--- config.mk ---
export PLATFORM = sky130hd
export DESIGN_NAME = vfd_speed_ramp_ctrl
export DESIGN_NICKNAME = d
export VERILOG_FILES = /design/src/rtl/vfd_speed_ramp_ctrl.sv
export SDC_FILE = /design/constraint.sdc
export NUM_CORES = 1
export LEC_CHECK = 0
export CAP_MARGIN = 20
export CORE_UTILIZATION = 48
export CTS_CLUSTER_SIZE = 20
export DETAILED_ROUTE_END_ITERATION = 10
export PLACE_DENSITY = 0.71
export SYNTH_ARGS = -nofsm -noshare
export SYNTH_HDL_FRONTEND = slang
export SYNTH_SLANG_ARGS = --single-unit
--- constraint.sdc ---
create_clock -name clk_in -period 3.11 [get_ports clk_in]
set_clock_uncertainty 0.2 [all_clocks]
set_input_delay 0.7775 -clock clk_in [delete_from_list [all_inputs] [get_ports clk_in]]
set_output_delay 0.7775 -clock clk_in [all_outputs]
set_load 0.05 [all_outputs]
--- src/rtl/vfd_speed_ramp_ctrl.sv ---
// vfd_speed_ramp_ctrl: slews the VFD drive-clock divider reload between a
// stop speed (DIV_MAX) and a clamped target. It also sequences start, stop
// and reversal so that clk_out never jumps in frequency and always parks low.
// Ports:
//   clk_in, reset (async, active-high)
//   run, dir_in, target_div, ramp_period       -> command inputs
//   clk_out, tick, dir_out, cur_div, state, at_speed -> registered outputs
module vfd_speed_ramp_ctrl #(
  parameter int DIV_W   = 13,
  parameter int DIV_MIN = 294,
  parameter int DIV_MAX = 4095,
  parameter int RAMP_W  = 16
) (
  input  logic              clk_in,
  input  logic              reset,
  input  logic              run,
  input  logic              dir_in,
  input  logic [DIV_W-1:0]  target_div,
  input  logic [RAMP_W-1:0] ramp_period,
  output logic              clk_out,
  output logic              tick,
  output logic              dir_out,
  output logic [DIV_W-1:0]  cur_div,
  output logic [1:0]        state,
  output logic              at_speed
);

  typedef enum logic [1:0] {
    S_IDLE  = 2'd0,
    S_SLEW  = 2'd1,
    S_RUN   = 2'd2,
    S_DECEL = 2'd3
  } state_t;

  localparam logic [DIV_W-1:0] L_MIN = DIV_W'(DIV_MIN);
  localparam logic [DIV_W-1:0] L_MAX = DIV_W'(DIV_MAX);
  localparam logic [DIV_W-1:0] L_ONE = DIV_W'(1);

  state_t              r_state;
  logic                r_clk_out;
  logic                r_tick;
  logic                r_dir;
  logic                r_at_speed;
  logic [DIV_W-1:0]    r_cur_div;
  logic [DIV_W-1:0]    r_div_cnt;
  logic [RAMP_W-1:0]   r_ramp_cnt;

  logic [DIV_W-1:0]    w_tgt;
  logic                w_active;
  logic                w_step;
  logic                w_toggle;
  logic                w_stop;

  always_comb begin
    w_tgt = target_div;
    if (target_div < L_MIN)
      w_tgt = L_MIN;
    else if (target_div > L_MAX)
      w_tgt = L_MAX;
    w_active = (r_state != S_IDLE);
    // >= tolerates ramp_period being lowered under the running count
    w_step   = w_active && (r_ramp_cnt >= ramp_period);
    // >= absorbs cur_div shrinking below the running count
    w_toggle = w_active && (r_div_cnt >= r_cur_div);
    w_stop   = !run || (dir_in != r_dir);
  end

  always_ff @(posedge clk_in or posedge reset) begin
    if (reset) begin
      r_state    <= S_IDLE;
      r_clk_out  <= 1'b0;
      r_tick     <= 1'b0;
      r_dir      <= 1'b0;
      r_at_speed <= 1'b0;
      r_cur_div  <= L_MAX;
      r_div_cnt  <= '0;
      r_ramp_cnt <= '0;
    end else begin
      r_tick <= 1'b0;
      if (w_active) begin
        if (w_step)
          r_ramp_cnt <= '0;
        else
          r_ramp_cnt <= r_ramp_cnt + 1'b1;
        if (w_toggle) begin
          r_div_cnt <= '0;
          r_clk_out <= ~r_clk_out;
          r_tick    <= 1'b1;
        end else begin
          r_div_cnt <= r_div_cnt + L_ONE;
        end
      end
      unique case (r_state)
        S_IDLE: begin
          r_ramp_cnt <= '0;
          r_div_cnt  <= '0;
          r_clk_out  <= 1'b0;
          r_cur_div  <= L_MAX;
          if (run) begin
            r_state <= S_SLEW;
            r_dir   <= dir_in;
          end
        end
        S_SLEW: begin
          if (w_stop) begin
            r_state <= S_DECEL;
          end else if (w_step && (r_cur_div != w_tgt)) begin
            if (r_cur_div > w_tgt)
              r_cur_div <= r_cur_div - L_ONE;
            else
              r_cur_div <= r_cur_div + L_ONE;
          end else if (r_cur_div == w_tgt) begin
            r_state    <= S_RUN;
            r_at_speed <= 1'b1;
          end
        end
        S_RUN: begin
          if (w_stop) begin
            r_state    <= S_DECEL;
            r_at_speed <= 1'b0;
          end else if (w_tgt != r_cur_div) begin
            r_state    <= S_SLEW;
            r_at_speed <= 1'b0;
          end
        end
        S_DECEL: begin
          if (run && (dir_in == r_dir)) begin
            r_state <= S_SLEW;
          end else begin
            if (w_step && (r_cur_div != L_MAX))
              r_cur_div <= r_cur_div + L_ONE;
            // park only on a falling toggle at stop speed
            if ((r_cur_div == L_MAX) && w_toggle && r_clk_out) begin
              r_state    <= S_IDLE;
              r_div_cnt  <= '0;
              r_ramp_cnt <= '0;
            end
          end
        end
      endcase
    end
  end

  assign clk_out  = r_clk_out;
  assign tick     = r_tick;
  assign dir_out  = r_dir;
  assign cur_div  = r_cur_div;
  assign state    = r_state;
  assign at_speed = r_at_speed;

endmodule

==> results.env, run 1 <==
WORST_PATH_MAX_DELAY_CELL='or4_4'
GRT_START_MAX_NET_PINS=22
SYNTHESIS.AREA_PER_INSTANCE_UM2=8.496
MAX_CAP_VIOLATIONS=0
LAYOUT_MIN_CYCLE_TIME_NS=3.640
SYNTH-MAIN-FF-CELL='dfrtp_1'
GLOBAL_ROUTE.OVERFLOW_TOTAL=0
WORST_SETUP_PATH_START_KIND='input pin'
MAX_SLEW_MARGIN_PCT=51.22
FLOP2FLOP_SETUP_SLACK_NS=0.13
CLOCK-ROOT-BUFFER='clkbuf_8'
CP_CELL_SEQUENCE='buf_6 -> a211o_1 -> a211oi_2 -> o21ai_4 -> nand2b_1 -> nor2_1 -> ha_1 -> nand4_1 -> buf_4 -> or4_4 -> buf_4 -> nand2_2 -> a21oi_2 -> a21oi_1 -> o21ai_1 -> mux2_2'
LAYOUT.CELLS.NON_FILLER=683
WORSTPATHBUFFERINVERTERCOUNT=3
TIMING.HOLD.WORST.CLASS='reg -> reg'
MAX_FREQ_GHz=0.2747
POST-ROUTE-WORST-SETUP-SLACK_NS=-0.5298
YOSYS.CELL_TYPES.COUNT=59
PORT_BUFFERS=51
CRITICAL-PATH-TOP-DELAY-FAMILY='compound AO/OA/AOI/OAI gates'
CELLLEAKAGEPOWER_nW=2.440
FINAL.FILL_COUNT=689
AREA_GROWTH_PCT=32.00
FINAL_MAX_SLEW_VIOL_COUNT=0
POWER.DENSITY_CELL_AREA_nW_PER_UM2=854.2
GRTUSAGETOTAL_PCT=27.05
DRT-VIAS-PER-INSTANCE=5.833
LAYOUT-DRIVE-GT1-SHARE_PCT=21.97
CTS.CLK_SLEW.WORST_PATHS_NS=0.10
MIN_FROM='cur_div[10]'
FINALHOLDVIOLATIONS=0
CRITICAL_PATH.MOST_COMMON_CELL='buf_4'
TRITONCTS_CLOCK_TREE='done'
POWER_FRAC_CLOCK_PCT=10.1
SYNTH_EDF_COUNT=0
REGTOREGENDPOINT='state[0]'
CLOCK_INSERTION_DELAY_WORST_SKEW_NS=0.31
GRT_FIRST_PASS_WIRELENGTH_MM=18.61
FINAL_NET_COUNT=660
POSTROUTEWIRELENGTH_MM=11.56
DIODES=0
P_INT_mW=2.284
FAILED_CHECKS='setup timing'
PLACED_CELLS=659
WL_PER_CELL_UM=16.93
CTS_BUFFERS=5
NUM_ROWS=33
CRITPATHCAPTURETYPE='flop'
YS_SEQ_ELEMENTS=48
CRIT_START='target_div[1]'
INITIAL_UTILIZATION_PCT=49.73
POSTSYNTH.ASYNCRESETSHARE_PCT=100.0
SLOWEST_CELL_DELAY_ON_CRITICAL_PATH_NS=0.54
DIE_HEIGHT_UM=94.27
DRT_PRE_ANTENNA_ITERS=5
POST_SYNTH_INSTANCE_AREA_UM2=4086
DIE_AREA_UM2=8886
NETLIST_INSTANCES=481
WHS_ENDPOINT='cur_div[10]'
GPL.FINAL_WEIGHTED_CONGESTION=0.8701
TIMING.CRITICAL_PATH.REQUIRED_NS=3.10
MIN_DELAY_PATH_DEPTH=2
NUM_IO_PINS=52
MIN_PERIOD_OVER_PERIOD_PCT=117.0
POWER.NET_SWITCHING_mW=2.324
POWER_FRAC_COMB_PCT=67.3
CLKSINKCOUNT=48
CLK_PATH_BUF_DEPTH=2
OUTCOME='finished with violations'
DRT.ANTENNA.VIOLATING_NETS=0
WORSTPATHMAXFANOUT=4
YOSYS_WARNINGS=0
RR_WORST_DEPTH=9
FIRST_ITER_VIOLATIONS=361
GRT_SETUP_UNREPAIRED='yes'
SYNTH_NETS=564
FP.DIEW_UM=94.27
SYNTH_SEQUENTIAL_AREA_RATIO_PCT=29.76
COREAREA_UM2=8217
GRT_PASS1_VIAS=3850
ROUTE.VIAS.TOTAL=3984
FINALSETUPTNS_NS=-6.216
SETUP_VIOL_COUNT_FINAL=16
LAYOUT.CELLS.MOST_COMMON_LIST='57 x nor2_1, 50 x ha_1, 45 x buf_4'
GRT_ANTENNA_BEFORE_REPAIR=0
POWER.SWITCHING_FRACTION_PCT=50.44
CRITICAL_PATH.REG2REG.STARTPOINT='cur_div[7]'
START_TO_END_TYPE_OF_THE_WORST_SETUP_PATH='in -> reg'
DETAILED_PLACE_HPWL_MM=8.009
VDD_DROP_MAX_uV=501.7
POST-ROUTE-DRC-COUNT=0
WORST_EP_ARRIVAL_TIME_NS=3.63
SEQ_POWER_SHARE_PCT=22.6
CLOCK_TREE.HTREE_LEVEL_COUNT=2
MOST_FREQUENT_STANDARD_CELL_IN_THE_LAYOUT_EXCLUDING_FILL_AND_TAP_CELLS='nor2_1'
WORST_SLEW_PIN_SLEW_NS=0.7251
-- worst max path at each step --
stage / to / cells after the start
floorplan: cur_div[1] / 13
global placement: cur_div[7] / 14
detailed placement: cur_div[7] / 15
CTS: cur_div[9] / 15
global route: state[0] / 16
finish: state[0] / 16
-- power groups by stage --
stage	registers (mW)	clock network (mW)	logic, mW
floorplan	1.34	0	1.55
global placement	1.03	0	2.55
detailed placement	1.04	0	2.61
CTS	1.03	0.475	2.89
global route	1.07	0.497	3.35
finish	1.04	0.464	3.10
-- cells by family (layout without fill, tap and decap cells) --
family,after synthesis,in the layout,share of synthesized area [%]
compound gates,117,119,18.89
mux,4,4,1.041
xor+xnor,36,36,7.716
simple gates,168,168,20.94
buf+inv,57,152,6.246
fa+ha+maj,50,50,15.31
flops,48,48,29.76
other cells,1,1,0.09177
-- registers in the layout, indices dropped and copies added (netlist names) --
name        count
r_div_cnt      13
dir_out         1
at_speed        1
state           2
cur_div        13
r_ramp_cnt     16
tick            1
clk_out         1
-- worst register-to-register path, stage by stage, from the launching register on --
cell	delay [ns]
dfstp_2	0.55
inv_1	0.10
ha_1	0.33
and4_1	0.22
a221o_1	0.36
a21oi_1	0.12
o21ai_1	0.13
nor4b_1	0.19
o21ai_1	0.29
mux2_2	0.38
-- repair_timing --
item	CTS	global route
pin swaps	27	24
cloned	4	1
endpoints found under the setup margin	16	32
setup buffers	9	2
hold buffers	0	0
gates resized for setup	70	25
-- routing by layer --
metal	share of wire (%)	GRT usage (%)	wire, um
met5	0	0	0
met4	2.6	11.54	305
met3	5.4	3.641	624
met2	49	43.54	5624
met1	43	36.13	5006
-- metrics by stage --
step / utilization, % / power (mW) / setup WS [ns] / area (um^2) / hold slack (ns)
floorplan: - / 2.892 / -0.4139 / 4108 / 0.3085
global placement: 60.00 / 3.580 / -0.9900 / 4930 / 0.3263
detailed placement: 60.00 / 3.647 / -1.083 / 4930 / 0.3245
CTS: 64.18 / 4.402 / -0.4457 / 5274 / 0.3457
global route: 65.65 / 4.916 / -0.6152 / 5394 / 0.3748
finish: 65.65 / 4.608 / -0.5298 / 5394 / 0.3450
-- cell usage after synthesis (3+ instances only) --
cell type,instances,area [um^2]
nor2_1,59,221.5
ha_1,50,625.6
inv_1,41,153.9
o21ai_0,39,195.2
dfrtp_1,36,900.9
nand2_1,28,105.1
a21oi_1,19,95.09
xor2_1,19,166.4
xnor2_1,17,148.9
nor3_1,14,70.07
nand3_1,13,65.06
nand4_1,13,81.33
dfstp_2,12,315.3
a211oi_1,10,75.07
a31oi_1,8,50.05
nor4_1,8,50.05
a21o_1,6,45.04
and3_1,6,37.54
buf_2,6,30.03
nor2b_1,6,37.54
o21a_1,6,45.04
clkbuf_1,5,18.77
o22ai_1,5,31.28
and2_1,4,25.02
buf_6,4,45.04
o211ai_1,4,30.03
nand2b_1,3,18.77
o221ai_1,3,26.28
-- layout make-up --
| type | instances | area [um^2] | area share, % |
|---|---|---|---|
| Clock buffer | 6 | 72.57 | 1.345 |
| Clock inverter | 2 | 35.03 | 0.6495 |
| Timing Repair Buffer | 103 | 897.1 | 16.63 |
| Multi-Input combinational cell | 378 | 2888 | 53.54 |
| Inverter | 41 | 153.9 | 2.853 |
| Sequential cell | 48 | 1216 | 22.55 |
| Tap cell | 105 | 131.4 | 2.436 |
(Power assumes the default switching activity.)
==> run 2, diff against run 1 <==
--- a/config.mk
+++ b/config.mk
@@ -5,7 +5,7 @@
 export SDC_FILE = /design/constraint.sdc
 export NUM_CORES = 1
 export LEC_CHECK = 0
-export CAP_MARGIN = 20
+export CAP_MARGIN = 25
 export CORE_UTILIZATION = 48
 export CTS_CLUSTER_SIZE = 20
 export DETAILED_ROUTE_END_ITERATION = 10
@@ -13,3 +13,4 @@
 export SYNTH_ARGS = -nofsm -noshare
 export SYNTH_HDL_FRONTEND = slang
 export SYNTH_SLANG_ARGS = --single-unit
+export TNS_END_PERCENT = 100
==> results of run 2 <==
Final layout, timing and power as in run 1 (identical DEF).
